### config.mk
export PLATFORM = sky130hd
export DESIGN_NAME = combo_scheduler
export DESIGN_NICKNAME = d
export VERILOG_FILES = /design/src/rtl/combo_scheduler.sv
export SDC_FILE = /design/constraint.sdc
export NUM_CORES = 1
export LEC_CHECK = 0
export CORE_UTILIZATION = 45
export DETAILED_ROUTE_END_ITERATION = 16
export GPL_TIMING_DRIVEN = 0
export PLACE_DENSITY = 0.7
export SLEW_MARGIN = 20
export SYNTH_ARGS = -nofsm -noshare
export SYNTH_HDL_FRONTEND = slang
export SYNTH_SLANG_ARGS = --single-unit
export TNS_END_PERCENT = 50
### constraint.sdc
create_clock -name frame_clk -period 2.89 [get_ports frame_clk]
set_clock_uncertainty 0.05 [all_clocks]
set_input_delay 0.578 -clock frame_clk [delete_from_list [all_inputs] [get_ports frame_clk]]
set_output_delay 0.578 -clock frame_clk [all_outputs]
set_load 0.005 [all_outputs]
### src/rtl/combo_scheduler.sv
// Combo scheduler: tracks the hit streak, queues scored hits and launches them
// onto free combo sprite slots, and arbitrates sprite audio triggers to one player.
module combo_scheduler #(
    parameter int NUM_SLOTS  = 4,
    parameter int FIFO_DEPTH = 4,
    parameter int COMBO_MAX  = 999
) (
    input  logic                 frame_clk,
    input  logic                 Reset,
    input  logic                 hit_valid,
    input  logic                 miss,
    input  logic [NUM_SLOTS-1:0] slot_busy,
    input  logic [NUM_SLOTS-1:0] slot_audio,
    output logic [NUM_SLOTS-1:0] slot_en,
    output logic                 audio_start,
    output logic [9:0]           combo_count,
    output logic                 fifo_full,
    output logic [7:0]           drop_count
);

    localparam int SLOT_W = (NUM_SLOTS > 1) ? $clog2(NUM_SLOTS) : 1;
    localparam int OCC_W  = $clog2(FIFO_DEPTH) + 1;
    localparam logic [OCC_W-1:0] OCC_FULL  = OCC_W'(FIFO_DEPTH);
    localparam logic [9:0]       COMBO_SAT = 10'(COMBO_MAX);

    typedef enum logic [1:0] {IDLE, LAUNCH, WAIT_ACK} state_t;

    state_t               state;
    logic [OCC_W-1:0]     occ;
    logic [SLOT_W-1:0]    sel;
    logic [SLOT_W-1:0]    launch_rr;
    logic [SLOT_W-1:0]    launch_pick;
    logic [SLOT_W-1:0]    audio_rr;
    logic [SLOT_W-1:0]    audio_pick;
    logic [1:0]           wait_cnt;
    logic [NUM_SLOTS-1:0] slot_free;
    logic [NUM_SLOTS-1:0] slot_audio_p1;
    logic [NUM_SLOTS-1:0] audio_pend;
    logic [NUM_SLOTS-1:0] audio_rise;
    logic [NUM_SLOTS-1:0] grant_mask;
    logic                 pop;
    logic                 push_ok;
    logic                 audio_any;

    // First set bit of mask, scanning upward from start and wrapping.
    function automatic logic [SLOT_W-1:0] rr_pick(input logic [NUM_SLOTS-1:0] mask,
                                                  input logic [SLOT_W-1:0]    start);
        logic [SLOT_W-1:0] pick;
        logic [SLOT_W-1:0] cand;
        pick = '0;
        for (int k = NUM_SLOTS - 1; k >= 0; k--) begin
            cand = SLOT_W'((int'(start) + k) % NUM_SLOTS);
            if (mask[cand]) pick = cand;
        end
        return pick;
    endfunction

    function automatic logic [SLOT_W-1:0] rr_next(input logic [SLOT_W-1:0] idx);
        return SLOT_W'((int'(idx) + 1) % NUM_SLOTS);
    endfunction

    assign slot_free   = ~slot_busy;
    assign fifo_full   = (occ == OCC_FULL);
    assign pop         = (state == IDLE) && (occ != '0) && (|slot_free);
    assign push_ok     = hit_valid && (!fifo_full || pop);
    assign launch_pick = rr_pick(slot_free, launch_rr);
    assign audio_rise  = slot_audio & ~slot_audio_p1;
    assign audio_any   = |audio_pend;
    assign audio_pick  = rr_pick(audio_pend, audio_rr);
    assign grant_mask  = audio_any ? (NUM_SLOTS'(1) << audio_pick) : '0;

    // Launch FSM: pick a slot and pop in IDLE, pulse it in LAUNCH, then hold it
    // until the sprite acknowledges with keep_on or four frames pass.
    always_ff @(posedge frame_clk or posedge Reset) begin
        if (Reset) begin
            state     <= IDLE;
            sel       <= '0;
            launch_rr <= '0;
            wait_cnt  <= '0;
            slot_en   <= '0;
        end else begin
            slot_en <= '0;
            case (state)
                IDLE: begin
                    if (pop) begin
                        sel       <= launch_pick;
                        launch_rr <= rr_next(launch_pick);
                        state     <= LAUNCH;
                    end
                end
                LAUNCH: begin
                    slot_en  <= NUM_SLOTS'(1) << sel;
                    wait_cnt <= '0;
                    state    <= WAIT_ACK;
                end
                WAIT_ACK: begin
                    if (slot_busy[sel] || wait_cnt == 2'd3) state <= IDLE;
                    else wait_cnt <= wait_cnt + 2'd1;
                end
                default: state <= IDLE;
            endcase
        end
    end

    // Pending-hit occupancy, combo streak and drop counter.
    always_ff @(posedge frame_clk or posedge Reset) begin
        if (Reset) begin
            occ         <= '0;
            combo_count <= '0;
            drop_count  <= '0;
        end else begin
            case ({push_ok, pop})
                2'b10:   occ <= occ + OCC_W'(1);
                2'b01:   occ <= occ - OCC_W'(1);
                default: occ <= occ;
            endcase
            if (hit_valid && !push_ok && drop_count != 8'hFF)
                drop_count <= drop_count + 8'd1;
            if (miss)
                combo_count <= '0;
            else if (hit_valid && combo_count < COMBO_SAT)
                combo_count <= combo_count + 10'd1;
        end
    end

    // Audio arbitration: a grant clears its bit while a fresh edge re-arms it.
    always_ff @(posedge frame_clk or posedge Reset) begin
        if (Reset) begin
            slot_audio_p1 <= '0;
            audio_pend    <= '0;
            audio_rr      <= '0;
            audio_start   <= 1'b0;
        end else begin
            slot_audio_p1 <= slot_audio;
            audio_pend    <= (audio_pend & ~grant_mask) | audio_rise;
            audio_start   <= audio_any;
            if (audio_any) audio_rr <= rr_next(audio_pick);
        end
    end

endmodule

==> out/qor.tcl <==
set qor(status) {complete, no violations}
set qor(yosysUniqueCellTypes) 43
set qor(postCtsHoldBufs) 0
set qor(clock_insertion_delay_worst_skew_ns) 0.29
set qor(hpwlAfterDp_um) 2784
set qor(final.hold.worst_slack_ns) 0.3690
set qor(fmax_mhz) 406.3
set qor(critical_path.reg2reg.startpoint) {state[1]$_DFFE_PP0P_}
set qor(setup_tns_ns) 0
set qor(finalWeightedCongestion) 0.8301
set qor(critical_path.max_fanout) 10
set qor(layout_min_cycle_time_ns) 2.461
set qor(critical_path.endpoint) {occ[2]$_DFFE_PP0P_}
set qor(h_tree_level_count) 2
set qor(rsz0062_at_grt) {false}
set qor(die_h_um) 70.23
set qor(totalWireLength_um) 3791
set qor(worst-r2r-setup-slack_ns) 0.79
set qor(synth-edff-count) 0
set qor(async_flop_share) 1.000
set qor(worst_setup_path_end_kind) {flip-flop}
set qor(avgRoutedWirePerCell_um) 12.89
set qor(core_um2) 4414
set qor(finalSetupViolCount) 0
set qor(worst_slew_margin_rel) 0.6467
set qor(p_leak_nw) 1.238
set qor(seq_total_area_yosys) 0.5257
set qor(syn-instance-count) 199
set qor(global_route.usage.total) 0.1741
set qor(rows) 24
set qor(period_share) 0.8517
set qor(slew_worst_pin_ns) 0.5268
set qor(grt-ovfl-total) 0
set qor(power.ir.vdd_worst_mv) 0.4742
set qor(portBuffers) 35
set qor(numClockSinks) 44
set qor(total_power_w) 0.002274
set qor(worst_setup_hold_path_clk_slew_ns) 0.08
set qor(worst_slack_ns) 0.4287
set qor(post_route_cells_drive_above_1_share) 0.07851
set qor(drtAntennaViolNets) 0
set qor(primary_flip_flop_cell_chosen_by_synthesis_mapping) {dfrtp_1}
set qor(postCtsSetupRepairBufs) 0
set qor(cts_tree) {built}
set qor(first_iter_violations) 97
set qor(yosys_register_bits) 44
set qor(final_count_of_pins_violating_max_slew) 0
set qor(timing.max_cap.violations) 0
set qor(path_class) {primary input to flip-flop}
set qor(syn_area_um2) 2095
set qor(cts_root_buffer) {clkbuf_8}
set qor(grt_max_degree) 32
set qor(data_arrival_time_of_the_critical_path_ns) 2.57
set qor(required_time_worst_endpoint_ns) 3.00
set qor(nets) 262
set qor(yosys_warnings) 0
set qor(placed_cells) 287
set qor(finalHoldViolations) 0
set qor(number_of_antenna_violations_at_the_first_check_in_global_routing) 0
set qor(via_count) 1558
set qor(worst_hold_path_type) {flip-flop to flip-flop}
set qor(dr.pass1.iters) 4
set qor(die-width_um) 70.23
set qor(avgSynthCellArea_um2) 10.53
set qor(grt_pass1_wl_um) 6851
set qor(worst_setup_path_start_kind) {primary input}
set qor(syn-num-nets) 219
set qor(timing.reg2reg.worst_path_depth) 8
set qor(die_ar_um2) 4932
set qor(grt_pass1_vias) 1547
set qor(cts_repair_resize_count) 0
set qor(finalNonFillerCells) 294
set qor(drt_drc_violations_left) 0
set qor(holdPathStages) 1
set qor(critical_path.startpoint) {slot_busy[3]}
set qor(power.density_cell_area_nw_per_um2) 855.3
set qor(post-place-ws_ns) 0.1088
set qor(ctsLongestPathBuffers) 2
set qor(n_antenna_cell) 0
set qor(floorplan.initialDensity) 0.4745
set qor(ios) 36
set qor(cts-buffers-inserted) 5
set qor(synthToLayoutAreaGrowth_pct) 26.94
set qor(r2r-end) {occ[2]$_DFFE_PP0P_}
set qor(post_drt_via_cell_ratio) 5.299
-- power by group --
group          internal, W  total (W)  leakage [nW]  switching, W
Clock             0.000340   0.000533        0.0642      0.000193
Combinational     0.000408   0.000803         0.615      0.000396
Sequential        0.000785   0.000938         0.559      0.000153
-- worst min-delay path by stage --
stage,start,slack [ns],end
final,slot_audio_p1[2]$_DFF_PP0_,0.37,audio_pend[2]$_DFF_PP0_
after CTS,slot_audio_p1[2]$_DFF_PP0_,0.37,audio_pend[2]$_DFF_PP0_
after global routing,slot_audio_p1[0]$_DFF_PP0_,0.39,audio_pend[0]$_DFF_PP0_
after detailed placement,slot_audio_p1[2]$_DFF_PP0_,0.36,audio_pend[2]$_DFF_PP0_
after floorplan,slot_audio_p1[2]$_DFF_PP0_,0.35,audio_pend[2]$_DFF_PP0_
after global placement,slot_audio_p1[2]$_DFF_PP0_,0.36,audio_pend[2]$_DFF_PP0_
-- final cells by class --
type,count,area [µm²]
Fill cell,384,1755
Sequential cell,44,1101
Multi-Input combinational cell,134,913.4
Timing Repair Buffer,36,370.4
Clock buffer,5,68.82
Inverter,18,67.56
Tap cell,52,65.06
Clock inverter,2,60.06
Buffer,3,12.51
-- registers in the layout, summed over array words and instances (netlist names) --
name / cells
slot_en: 4
occ: 3
drop_count: 8
combo_count: 10
wait_cnt: 2
slot_audio_p1: 4
sel: 2
audio_start: 1
state: 2
launch_rr: 2
audio_pend: 4
audio_rr: 2
-- layer usage --
metal	up-vias	global-route usage	routed length, µm
met1	743	0.2294	1778
li1	773	-	-
met3	7	0.03608	160
met4	0	0.06444	55
met2	35	0.2825	1797
met5	-	0	0
-- critical path, cell delays in order --
cell and delay [ns]:
clkdlybuf4s50_1 0.49, nand4_1 0.13, o311ai_1 0.12, buf_2 0.21
nor2_1 0.16, inv_2 0.08, fa_1 0.42, a221oi_1 0.31
a21oi_1 0.07
-- cell usage in the layout (no fill, tap or decap), types with 6 or more instances in the layout --
cell type and n:
a21oi_1 9, xor2_1 9, xnor2_1 8, nor2_1 20, inv_1 15, ha_1 7, and3_1 6, clkdlybuf4s50_1 35
dfrtp_1 44, nand3_1 10, nand2_1 13
-- metrics by stage --
step | util | area [µm²]
global placement | 0.5686 | 2510
detailed placement | 0.5731 | 2530
CTS | 0.6023 | 2659
finish | 0.6023 | 2659
floorplan | - | 2095
global route | 0.6023 | 2659
-- cells by family (layout without fill, tap and decap cells) --
kind of cell,after synthesis,in the layout,synth area share
adders and majority gates,8,8,0.05137
AOI/OAI and AO/OA,29,29,0.08960
DFF,44,44,0.5257
xor gates and xnor gates,17,17,0.07109
buffers and inverters,21,64,0.03823
muxes,6,6,0.03584
and+or+nand+nor,74,74,0.1882
-- cell usage after synthesis, drive strengths merged, types with 2 or more instances --
library cell	n	share of area
a211oi	2	0.0072
nand4	6	0.021
dfrtp	44	0.53
xor2	9	0.038
o21ai	3	0.0072
inv	18	0.032
ha	7	0.042
xnor2	8	0.033
nand2	14	0.026
and2	2	0.0060
and4	3	0.013
mux2	2	0.011
nand3	10	0.024
a31oi	2	0.0060
nor2b	2	0.0060
nor3b	2	0.0072
nand2b	2	0.0060
o22ai	5	0.015
a21o	2	0.0072
nor2	20	0.036
nor3	3	0.0072
and3	6	0.018
a21oi	9	0.022
mux2i	3	0.014
clkbuf	2	0.0036
(Power assumes the default switching activity.)
